### src/rtl/bcd_scan_ctrl.sv
// bcd_scan_ctrl
//   Frame sequencer for the registered BCD tens/units splitter in the
//   time-display path. Each frame it snapshots N_BYTES packed BCD bytes and
//   presents them one at a time on ent_o. After waiting out the splitter's
//   register latency, it shows the returned tens and units nibbles on the
//   shared digit bus. The anode select is one-hot, active-low, and is blanked
//   for one cycle between digits.
//
// Parameters
//   N_BYTES : packed BCD bytes per frame (2 digits each), >= 1
//   PRESC   : clk_i cycles each digit is lit, >= 1
//
// Ports
//   clk_i   : system clock, rising edge
//   rst_i   : asynchronous active-high reset
//   en_i    : scan enable, sampled in IDLE and at frame end
//   byte_i  : packed BCD bytes, byte k = byte_i[8k+7:8k], byte N_BYTES-1 is MS
//   ent_o   : byte presented to the splitter
//   dec_i   : splitter tens nibble (1-cycle registered)
//   uni_i   : splitter units nibble
//   digit_o : BCD digit to the segment decoder
//   an_o    : anode enables, active-low; bit 2k+1 = tens of byte k, 2k = units
//   frame_o : one-cycle pulse at frame completion
//
// Optional feature macro: LEADING_ZERO_BLANK_EN
//   When defined, the tens digit of byte N_BYTES-1 is kept dark if it is 0.

module bcd_scan_ctrl #(
  parameter int N_BYTES = 3,
  parameter int PRESC   = 50000
) (
  input  logic                   clk_i,
  input  logic                   rst_i,
  input  logic                   en_i,
  input  logic [8*N_BYTES-1:0]   byte_i,
  output logic [7:0]             ent_o,
  input  logic [3:0]             dec_i,
  input  logic [3:0]             uni_i,
  output logic [3:0]             digit_o,
  output logic [2*N_BYTES-1:0]   an_o,
  output logic                   frame_o
);

  localparam int CW = $clog2(PRESC + 1);
  localparam int KW = (N_BYTES > 1) ? $clog2(N_BYTES) : 1;
  localparam logic [KW-1:0] K_TOP = KW'(N_BYTES - 1);

  typedef enum logic [2:0] {IDLE, LOAD, SETTLE, SHOW, BLANK} state_t;

  state_t                 state, state_n;
  logic [CW-1:0]          cnt, cnt_n;
  logic [KW-1:0]          k, k_n;
  logic                   tens, tens_n;
  logic [8*N_BYTES-1:0]   shadow, shadow_n;
  logic [7:0]             ent_n;
  logic [3:0]             digit_n;
  logic [2*N_BYTES-1:0]   an_n;
  logic                   frame_n;

  function automatic logic [2*N_BYTES-1:0] an_sel(input logic [KW-1:0] kk,
                                                  input logic t);
    logic [2*N_BYTES-1:0] a;
    a = '1;
    for (int unsigned i = 0; i < 2*N_BYTES; i++)
      if (i == 2*int'(kk) + int'(t)) a[i] = 1'b0;
    return a;
  endfunction

  always_comb begin
    state_n  = state;
    cnt_n    = cnt;
    k_n      = k;
    tens_n   = tens;
    shadow_n = shadow;
    ent_n    = ent_o;
    digit_n  = digit_o;
    an_n     = an_o;
    frame_n  = 1'b0;
    case (state)
      IDLE: begin
        an_n = '1;
        if (en_i) begin
          shadow_n = byte_i;
          k_n      = K_TOP;
          tens_n   = 1'b1;
          state_n  = LOAD;
        end
      end
      LOAD: begin
        ent_n   = shadow[8*int'(k) +: 8];
        cnt_n   = '0;
        state_n = SETTLE;
      end
      SETTLE: begin
        // Two cycles: the splitter registers ent_o, then dec_i/uni_i are valid.
        if (cnt == CW'(1)) begin
          cnt_n   = '0;
          digit_n = dec_i;
          an_n    = an_sel(k, 1'b1);
`ifdef LEADING_ZERO_BLANK_EN
          // Only the first slot of a frame enters SHOW as tens of K_TOP.
          if ((k == K_TOP) && (dec_i == 4'd0)) an_n = '1;
`endif
          state_n = SHOW;
        end else begin
          cnt_n = cnt + 1'b1;
        end
      end
      SHOW: begin
        if (cnt == CW'(PRESC - 1)) begin
          cnt_n   = '0;
          an_n    = '1;
          state_n = BLANK;
        end else begin
          cnt_n = cnt + 1'b1;
        end
      end
      BLANK: begin
        if (tens) begin
          // Units of the same byte are already on uni_i; no reload needed.
          tens_n  = 1'b0;
          digit_n = uni_i;
          an_n    = an_sel(k, 1'b0);
          state_n = SHOW;
        end else if (k != '0) begin
          k_n     = k - 1'b1;
          tens_n  = 1'b1;
          state_n = LOAD;
        end else begin
          frame_n  = 1'b1;
          shadow_n = byte_i;
          k_n      = K_TOP;
          tens_n   = 1'b1;
          state_n  = en_i ? LOAD : IDLE;
        end
      end
      default: state_n = IDLE;
    endcase
  end

  always_ff @(posedge clk_i or posedge rst_i) begin
    if (rst_i) begin
      state   <= IDLE;
      cnt     <= '0;
      k       <= K_TOP;
      tens    <= 1'b1;
      shadow  <= '0;
      ent_o   <= '0;
      digit_o <= '0;
      an_o    <= '1;
      frame_o <= 1'b0;
    end else begin
      state   <= state_n;
      cnt     <= cnt_n;
      k       <= k_n;
      tens    <= tens_n;
      shadow  <= shadow_n;
      ent_o   <= ent_n;
      digit_o <= digit_n;
      an_o    <= an_n;
      frame_o <= frame_n;
    end
  end

endmodule

### config.mk
export PLATFORM = sky130hd
export DESIGN_NAME = bcd_scan_ctrl
export DESIGN_NICKNAME = d
export VERILOG_FILES = /design/src/rtl/bcd_scan_ctrl.sv
export SDC_FILE = /design/constraint.sdc
export NUM_CORES = 1
export LEC_CHECK = 0
export ABC_AREA = 1
export BUFFER_PORTS_ARGS = -buffer_cell sky130_fd_sc_hd__buf_2
export CAP_MARGIN = 20
export CORE_AREA = 2 2 82 84
export CTS_BUF_LIST = sky130_fd_sc_hd__clkbuf_16
export CTS_CLUSTER_SIZE = 14
export DETAILED_ROUTE_END_ITERATION = 10
export DIE_AREA = 0 0 84 86
export PLACE_DENSITY = 0.77
export SLEW_MARGIN = 20
export SYNTH_ARGS = -nofsm -noshare
export SYNTH_HDL_FRONTEND = slang
export SYNTH_SLANG_ARGS = --single-unit
export TNS_END_PERCENT = 20
### constraint.sdc
create_clock -name clk_i -period 2.53 [get_ports clk_i]
set_input_delay 0.253 -clock clk_i [delete_from_list [all_inputs] [get_ports clk_i]]
set_output_delay 0.253 -clock clk_i [all_outputs]
set_load 0.05 [all_outputs]
==> results.py, run 1 <==
metrics = {
    "setup_path": {
        "worst-endpoint-arrival_ps": 2320,
        "crit_path_max_fanout": 13,
        "worst_setup_path_start_kind": "flop",
        "worst_ep_required_time_ps": 2740,
        "crit_type": "flop to flop",
        "worst_setup_path_end_kind": "flop",
        "regToRegSetupSlack_ps": 420,
    },
    "floorplan": {
        "placementRows": 29,
        "floorplan.die.width_um": 84,
        "start_util": 0.545,
        "io_pins": 54,
        "area_of_the_die_mm2": 0.00722,
        "design.core.area_mm2": 0.00628,
        "die_y_um": 86,
    },
    "synth": {
        "ys_dominant_reg_cell": "sky130_fd_sc_hd__dfrtp_1",
        "synth_async_sr_flop_share": 1.00,
        "synth_enable_flop_cells": 0,
        "synth_area_mm2": 0.00342,
        "syn_area_per_cell_um2": 7.65,
        "postSynthRegisterBits": 65,
        "post_synth_num_cell_types": 29,
        "yosys_warnings": 0,
        "number_of_standard_cells_after_synthesis": 447,
        "ys_seq_area_frac": 0.479,
        "synth_fp_nets": 488,
    },
    "global_route": {
        "grt_pass1_wl_um": 13800,
        "via_count_of_the_first_global_routing_pass": 3011,
        "globalRouteTotalUtil": 0.240,
        "grt_start_max_net_pins": 28,
        "overflow": 0,
        "antenna_found_initial": 0,
    },
    "cts": {
        "clk_latency_ps": 330,
        "cts_tree": "yes",
        "number_of_gates_resized_after_cts": 0,
        "cts_hold_buffers": 1,
        "cts_inserted_buffers": 9,
        "clock_sinks": 65,
        "clockBufferDepth": 2,
        "root_buffer": "sky130_fd_sc_hd__clkbuf_16",
        "cts_setup_buffers": 0,
        "clock_slew_at_reported_path_ffs_ps": 60,
        "cts-htree-levels": 3,
    },
    "place": {
        "buffer_ports.inserted": 53,
        "detailedPlacementHpwl_um": 5870,
        "post_dp_cell_area_mm2": 0.00376,
        "finalWeightedCongestion": 0.895,
        "preCtsSetupSlack_ps": 510,
    },
    "routing": {
        "first_pass_iters": 5,
        "remaining_drc_errors": 0,
        "ant_nets": 0,
        "route.vias.total": 3185,
        "post_drt_via_cell_ratio": 5.43,
        "wl_per_cell_um": 14.0,
        "wl_um": 8240,
        "detail_route.iter0.violations": 219,
    },
    "layout": {
        "layout-drive-gt1-share": 0.198,
        "num-fill-cells": 533,
        "diodes": 0,
        "areaGrowthSynthToFinish_pct": 19.3,
        "nNetsFinal": 547,
        "final_design_area_no_fill_mm2": 0.00408,
    },
    "sta": {
        "timing_worst_slew_pin_value_ps": 587,
        "final-max-slew-violation-count": 0,
        "final-hold-violation-count": 0,
        "tns_ps": 0,
        "finalWorstSetupSlack_ps": 425,
        "period_share": 0.832,
        "slew_headroom": 0.608,
        "max_clock_freq_ghz": 0.475,
        "setup_viol_count_final": 0,
        "rsz0062_at_grt": "no",
        "layout_min_cycle_time_ps": 2110,
        "clock-skew-final_ps": 5.98,
        "hold_slack_ps": 145,
    },
    "outcome": {
        "run_status": "completed",
    },
    "power": {
        "worst_ir_drop_vdd_mv": 0.428,
        "totalPowerFinal_mw": 2.39,
        "leakage_power_nw": 2.14,
        "power.density_cell_area_mw_per_mm2": 586,
    },
    "min_path": {
        "hold_class": "input pin to flop",
    },
    "flow_run": {
        "drv_cap": 0,
    },
}
==> area by class of cell <==
type                            instances  area (um2)  area share
Sequential cell                        65        1640       0.401
Clock buffer                            9         225      0.0552
Clock inverter                          6        83.8      0.0206
Timing Repair Buffer                   60         320      0.0786
Multi-Input combinational cell        335        1580       0.388
Inverter                               35         131      0.0322
Tap cell                               77        96.3      0.0236
==> metrics by stage <==
step,instances,utilization
6_report,587,0.649
5_1_grt,587,0.649
4_1_cts,587,0.649
3_5_place_dp,571,0.599
3_3_place_gp,571,0.599
2_1_floorplan,447,-
==> sequential cells by signal, summed over array words and instances (netlist names) <==
name     flops
an_o         6
cnt         16
digit_o      4
ent_o        8
frame_o      1
k            2
shadow      24
state        3
tens         1
==> cell families after synthesis <==
| group | Yosys count | share of synthesized area |
|---|---|---|
| DFF | 65 | 0.479 |
| xor gates and xnor gates | 5 | 0.0128 |
| adders and majority gates | 6 | 0.0220 |
| AOI/OAI and AO/OA | 51 | 0.0868 |
| buffers and inverters | 47 | 0.0582 |
| and+or+nand+nor | 273 | 0.342 |
==> where the power goes <==
group,switching [mW],total (mW),internal [mW]
Clock,0.446,1.30,0.850
Sequential,0,1.04,1.04
Combinational,0.0297,0.0527,0.0230
==> worst max-delay path: stages, from the launching register on <==
cell,delay [ps]
sky130_fd_sc_hd__dfrtp_1,400
sky130_fd_sc_hd__ha_1,210
sky130_fd_sc_hd__nand3_1,190
sky130_fd_sc_hd__nor2_1,150
sky130_fd_sc_hd__nand2_1,70
sky130_fd_sc_hd__nand2_1,250
sky130_fd_sc_hd__nand2_1,390
sky130_fd_sc_hd__nand3_1,240
sky130_fd_sc_hd__nand2_1,80
==> final timing paths <==
path / startpoint / endpoint / cells past startpoint
setup / recovery: cnt[0] / cnt[9] / 8
hold / removal: byte_i[18] / shadow[18] / 3
setup reg to reg: cnt[0] / cnt[9] / 8
hold reg to reg: shadow[15] / shadow[15] / 2
max in group asynchronous: rst_i / an_o[0] / 4
min in group asynchronous: rst_i / shadow[5] / 3
==> routing by layer <==
| metal | up-vias | track usage | share of wire |
|---|---|---|---|
| met3 | 12 | 0.0298 | 0.059 |
| met2 | 116 | 0.382 | 0.47 |
| met5 | - | 0 | 0 |
| met4 | 0 | 0.0982 | 0.016 |
| met1 | 1492 | 0.336 | 0.46 |
| li1 | 1565 | - | - |
==> synth_stat cells, types with 2 or more instances <==
| master | n | area share |
|---|---|---|
| sky130_fd_sc_hd__ha_1 | 6 | 0.022 |
| sky130_fd_sc_hd__o22ai_1 | 2 | 0.0037 |
| sky130_fd_sc_hd__buf_2 | 6 | 0.0088 |
| sky130_fd_sc_hd__xor2_1 | 5 | 0.013 |
| sky130_fd_sc_hd__dfrtp_1 | 57 | 0.42 |
| sky130_fd_sc_hd__nor2_2 | 2 | 0.0037 |
| sky130_fd_sc_hd__o21ai_0 | 24 | 0.035 |
| sky130_fd_sc_hd__a2bb2oi_1 | 8 | 0.020 |
| sky130_fd_sc_hd__dfstp_2 | 8 | 0.061 |
| sky130_fd_sc_hd__clkbuf_1 | 4 | 0.0044 |
| sky130_fd_sc_hd__nand4_1 | 11 | 0.020 |
| sky130_fd_sc_hd__nor2_1 | 55 | 0.060 |
| sky130_fd_sc_hd__nand2_1 | 145 | 0.16 |
| sky130_fd_sc_hd__inv_2 | 7 | 0.0077 |
| sky130_fd_sc_hd__nand2_2 | 4 | 0.0073 |
| sky130_fd_sc_hd__inv_1 | 26 | 0.029 |
| sky130_fd_sc_hd__nand3_1 | 46 | 0.067 |
| sky130_fd_sc_hd__buf_6 | 2 | 0.0066 |
| sky130_fd_sc_hd__nor3_1 | 4 | 0.0059 |
| sky130_fd_sc_hd__a21oi_1 | 12 | 0.018 |
| sky130_fd_sc_hd__nand3_2 | 2 | 0.0059 |
| sky130_fd_sc_hd__a31oi_1 | 2 | 0.0037 |
| sky130_fd_sc_hd__nor2_4 | 2 | 0.0066 |
| sky130_fd_sc_hd__clkinv_1 | 2 | 0.0022 |
==> cells in the final DEF (no fill, tap or decap), types with 2 or more instances in the layout <==
cell,instances
sky130_fd_sc_hd__a21oi_1,12
sky130_fd_sc_hd__a2bb2oi_1,8
sky130_fd_sc_hd__a31oi_1,2
sky130_fd_sc_hd__buf_2,53
sky130_fd_sc_hd__buf_4,6
sky130_fd_sc_hd__bufinv_16,2
sky130_fd_sc_hd__clkbuf_16,9
sky130_fd_sc_hd__clkinv_1,3
sky130_fd_sc_hd__clkinvlp_4,2
sky130_fd_sc_hd__dfrtp_1,57
sky130_fd_sc_hd__dfstp_2,8
sky130_fd_sc_hd__ha_1,6
sky130_fd_sc_hd__inv_1,25
sky130_fd_sc_hd__inv_2,8
sky130_fd_sc_hd__nand2_1,145
sky130_fd_sc_hd__nand2_2,4
sky130_fd_sc_hd__nand3_1,46
sky130_fd_sc_hd__nand3_2,2
sky130_fd_sc_hd__nand4_1,11
sky130_fd_sc_hd__nor2_1,55
sky130_fd_sc_hd__nor2_2,2
sky130_fd_sc_hd__nor2_4,2
sky130_fd_sc_hd__nor3_1,4
sky130_fd_sc_hd__o21ai_0,24
sky130_fd_sc_hd__o22ai_1,2
sky130_fd_sc_hd__xor2_1,5
(Power assumes the default switching activity.)
==> run 2, diff against run 1 <==
==> constraint.sdc (replaced) <==
create_clock -name clk_i -period 2.1 [get_ports clk_i]
set_input_delay 0.21 -clock clk_i [delete_from_list [all_inputs] [get_ports clk_i]]
set_output_delay 0.21 -clock clk_i [all_outputs]
set_load 0.05 [all_outputs]
==> run 2 against run 1 <==
Critical path depth decreased by 1. First-iteration DRC count grew 9.6%. Hold slack lost 43 ps. Routed wire length up 0.50%. Worst setup slack worse by 210 ps. Via count down 1.0%. Sequential power rose by 20%. Global-route usage is 0.31 points higher. Die area did not move. Clock skew grew 1.7 ps.
==> results.py, run 2 (same netlist as run 1, synthesis figures left out) <==
metrics = {
    "floorplan": {
        "io_pins": 54,
        "die_y_um": 86,
        "start_util": 0.545,
        "floorplan.die.width_um": 84,
        "area_of_the_die_mm2": 0.00722,
        "placementRows": 29,
        "design.core.area_mm2": 0.00628,
    },
    "cts": {
        "number_of_gates_resized_after_cts": 0,
        "clk_latency_ps": 330,
        "cts-htree-levels": 3,
        "cts_inserted_buffers": 9,
        "clock_sinks": 65,
        "clockBufferDepth": 2,
        "cts_tree": "yes",
        "root_buffer": "sky130_fd_sc_hd__clkbuf_16",
        "clock_slew_at_reported_path_ffs_ps": 60,
    },
    "routing": {
        "wl_um": 8280,
        "route.vias.total": 3152,
        "wl_per_cell_um": 14.0,
        "first_pass_iters": 5,
        "detail_route.iter0.violations": 240,
        "post_drt_via_cell_ratio": 5.34,
        "ant_nets": 0,
        "remaining_drc_errors": 0,
    },
    "place": {
        "detailedPlacementHpwl_um": 5640,
        "finalWeightedCongestion": 0.901,
        "preCtsSetupSlack_ps": 216,
        "buffer_ports.inserted": 53,
        "numPlacedInstances": 573,
    },
    "layout": {
        "largest_register": "shadow",
        "final_cells": 590,
        "largest_reg_flops": 24,
        "nNetsFinal": 549,
        "reg.largest.list": "shadow (24), cnt (16), ent_o (8)",
        "final_common_cell": "sky130_fd_sc_hd__nand2_1",
        "layout-drive-gt1-share": 0.205,
        "diodes": 0,
        "most-common-layout-cells": "sky130_fd_sc_hd__nand2_1, sky130_fd_sc_hd__dfrtp_1, sky130_fd_sc_hd__nor2_1, sky130_fd_sc_hd__buf_2, sky130_fd_sc_hd__nand3_1",
        "areaGrowthSynthToFinish_pct": 20.1,
        "finalCoreUtilization": 0.654,
    },
    "global_route": {
        "grt_pass1_wl_um": 14100,
        "grt_start_max_net_pins": 66,
        "globalRouteTotalUtil": 0.243,
        "via_count_of_the_first_global_routing_pass": 3025,
        "grtUsageMet2": 0.383,
        "antenna_found_initial": 0,
        "overflow": 0,
        "grtUsageMet1": 0.350,
        "global_route.peak_usage_layer": "met2",
        "grt.met3_usage": 0.0385,
    },
    "setup_path": {
        "worst_setup_path_start_kind": "flop",
        "worst-path-buf-inv": 1,
        "critPathMaxStageDelay_ps": 630,
        "worst-endpoint-arrival_ps": 2150,
        "worst_ep_required_time_ps": 2370,
        "crit_path_max_fanout": 24,
        "crit_type": "flop to flop",
        "timing.critical_path.slowest_stage_cell": "sky130_fd_sc_hd__dfstp_2",
        "worst_path_dominant_cell_family": "flip-flops",
        "critical-path-top-cell-by-count": "sky130_fd_sc_hd__nand2_1",
        "timing.critical_path.cells": "inv_1 > ha_1 > o21ai_1 > nor2_4 > nand2_2 > nand2_1 > nand2_1",
        "worst_setup_path_end_kind": "flop",
    },
    "flow_run": {
        "drv_cap": 0,
    },
    "sta": {
        "tns_ps": 0,
        "slew_headroom": 0.693,
        "clock-skew-final_ps": 7.65,
        "period_share": 0.897,
        "rsz0062_at_grt": "no",
        "finalWorstSetupSlack_ps": 216,
        "final-max-slew-violation-count": 0,
        "setup_viol_count_final": 0,
        "layout_min_cycle_time_ps": 1880,
        "hold_slack_ps": 103,
        "max_clock_freq_ghz": 0.531,
        "final-hold-violation-count": 0,
        "timing_worst_slew_pin_value_ps": 459,
    },
    "power": {
        "power.density_cell_area_mw_per_mm2": 697,
        "leakage_power_nw": 2.16,
        "worst_ir_drop_vdd_mv": 0.644,
    },
    "outcome": {
        "run_status": "completed",
    },
    "min_path": {
        "hold_class": "input pin to flop",
    },
}
-- run 2: tightest hold or removal path, stage by stage --
cell and delay [ps]:
sky130_fd_sc_hd__buf_2 70, sky130_fd_sc_hd__nand3_1 60, sky130_fd_sc_hd__nand2_1 60
-- run 2: report_power, final --
part           internal [mW]  switching, mW  leakage, nW
combinational         0.0293         0.0368         1.19
clock                  0.941          0.602        0.149
sequential              1.25              0        0.828
-- run 2: layout make-up --
type                    count  area [um2]
fillers                   530        2170
flip-flops and latches     65        1640
multi-input cells         335        1580
repair buffers             62         348
clock buffers               9         225
inverters                  35         131
well taps                  77        96.3
clock inverters             7        83.8
-- run 2: timing repair --
item	4_1_cts	5_1_grt
hold buffers	1	0
buffers inserted	0	0
endpoints found under the hold margin	57	0
-- run 2: final timing paths --
path	from	endpoint	slack (ps)	depth (start not counted)
worst min-delay path	byte_i[17]	shadow[17]	100	3
worst min register to register	an_o[2]	an_o[2]	460	2
max in group asynchronous	rst_i	k[1]	1290	4
min in group asynchronous	rst_i	shadow[3]	490	4
worst max-delay path	k[1]	shadow[13]	220	7
worst max register to register	k[1]	shadow[13]	220	7
-- run 2: routing by layer --
layer  part of all wire  up-vias
li1                   -     1582
met1               0.48     1462
met2               0.45       96
met3              0.052       12
met4              0.013        0
met5                  0        -
-- run 2: stage by stage --
step | instance area (um2) | power (mW)
2_1_floorplan | 3420 | 1.30
3_3_place_gp | 3780 | 1.34
3_5_place_dp | 3780 | 1.34
4_1_cts | 4100 | 2.87
5_1_grt | 4100 | 2.94
6_report | 4100 | 2.86
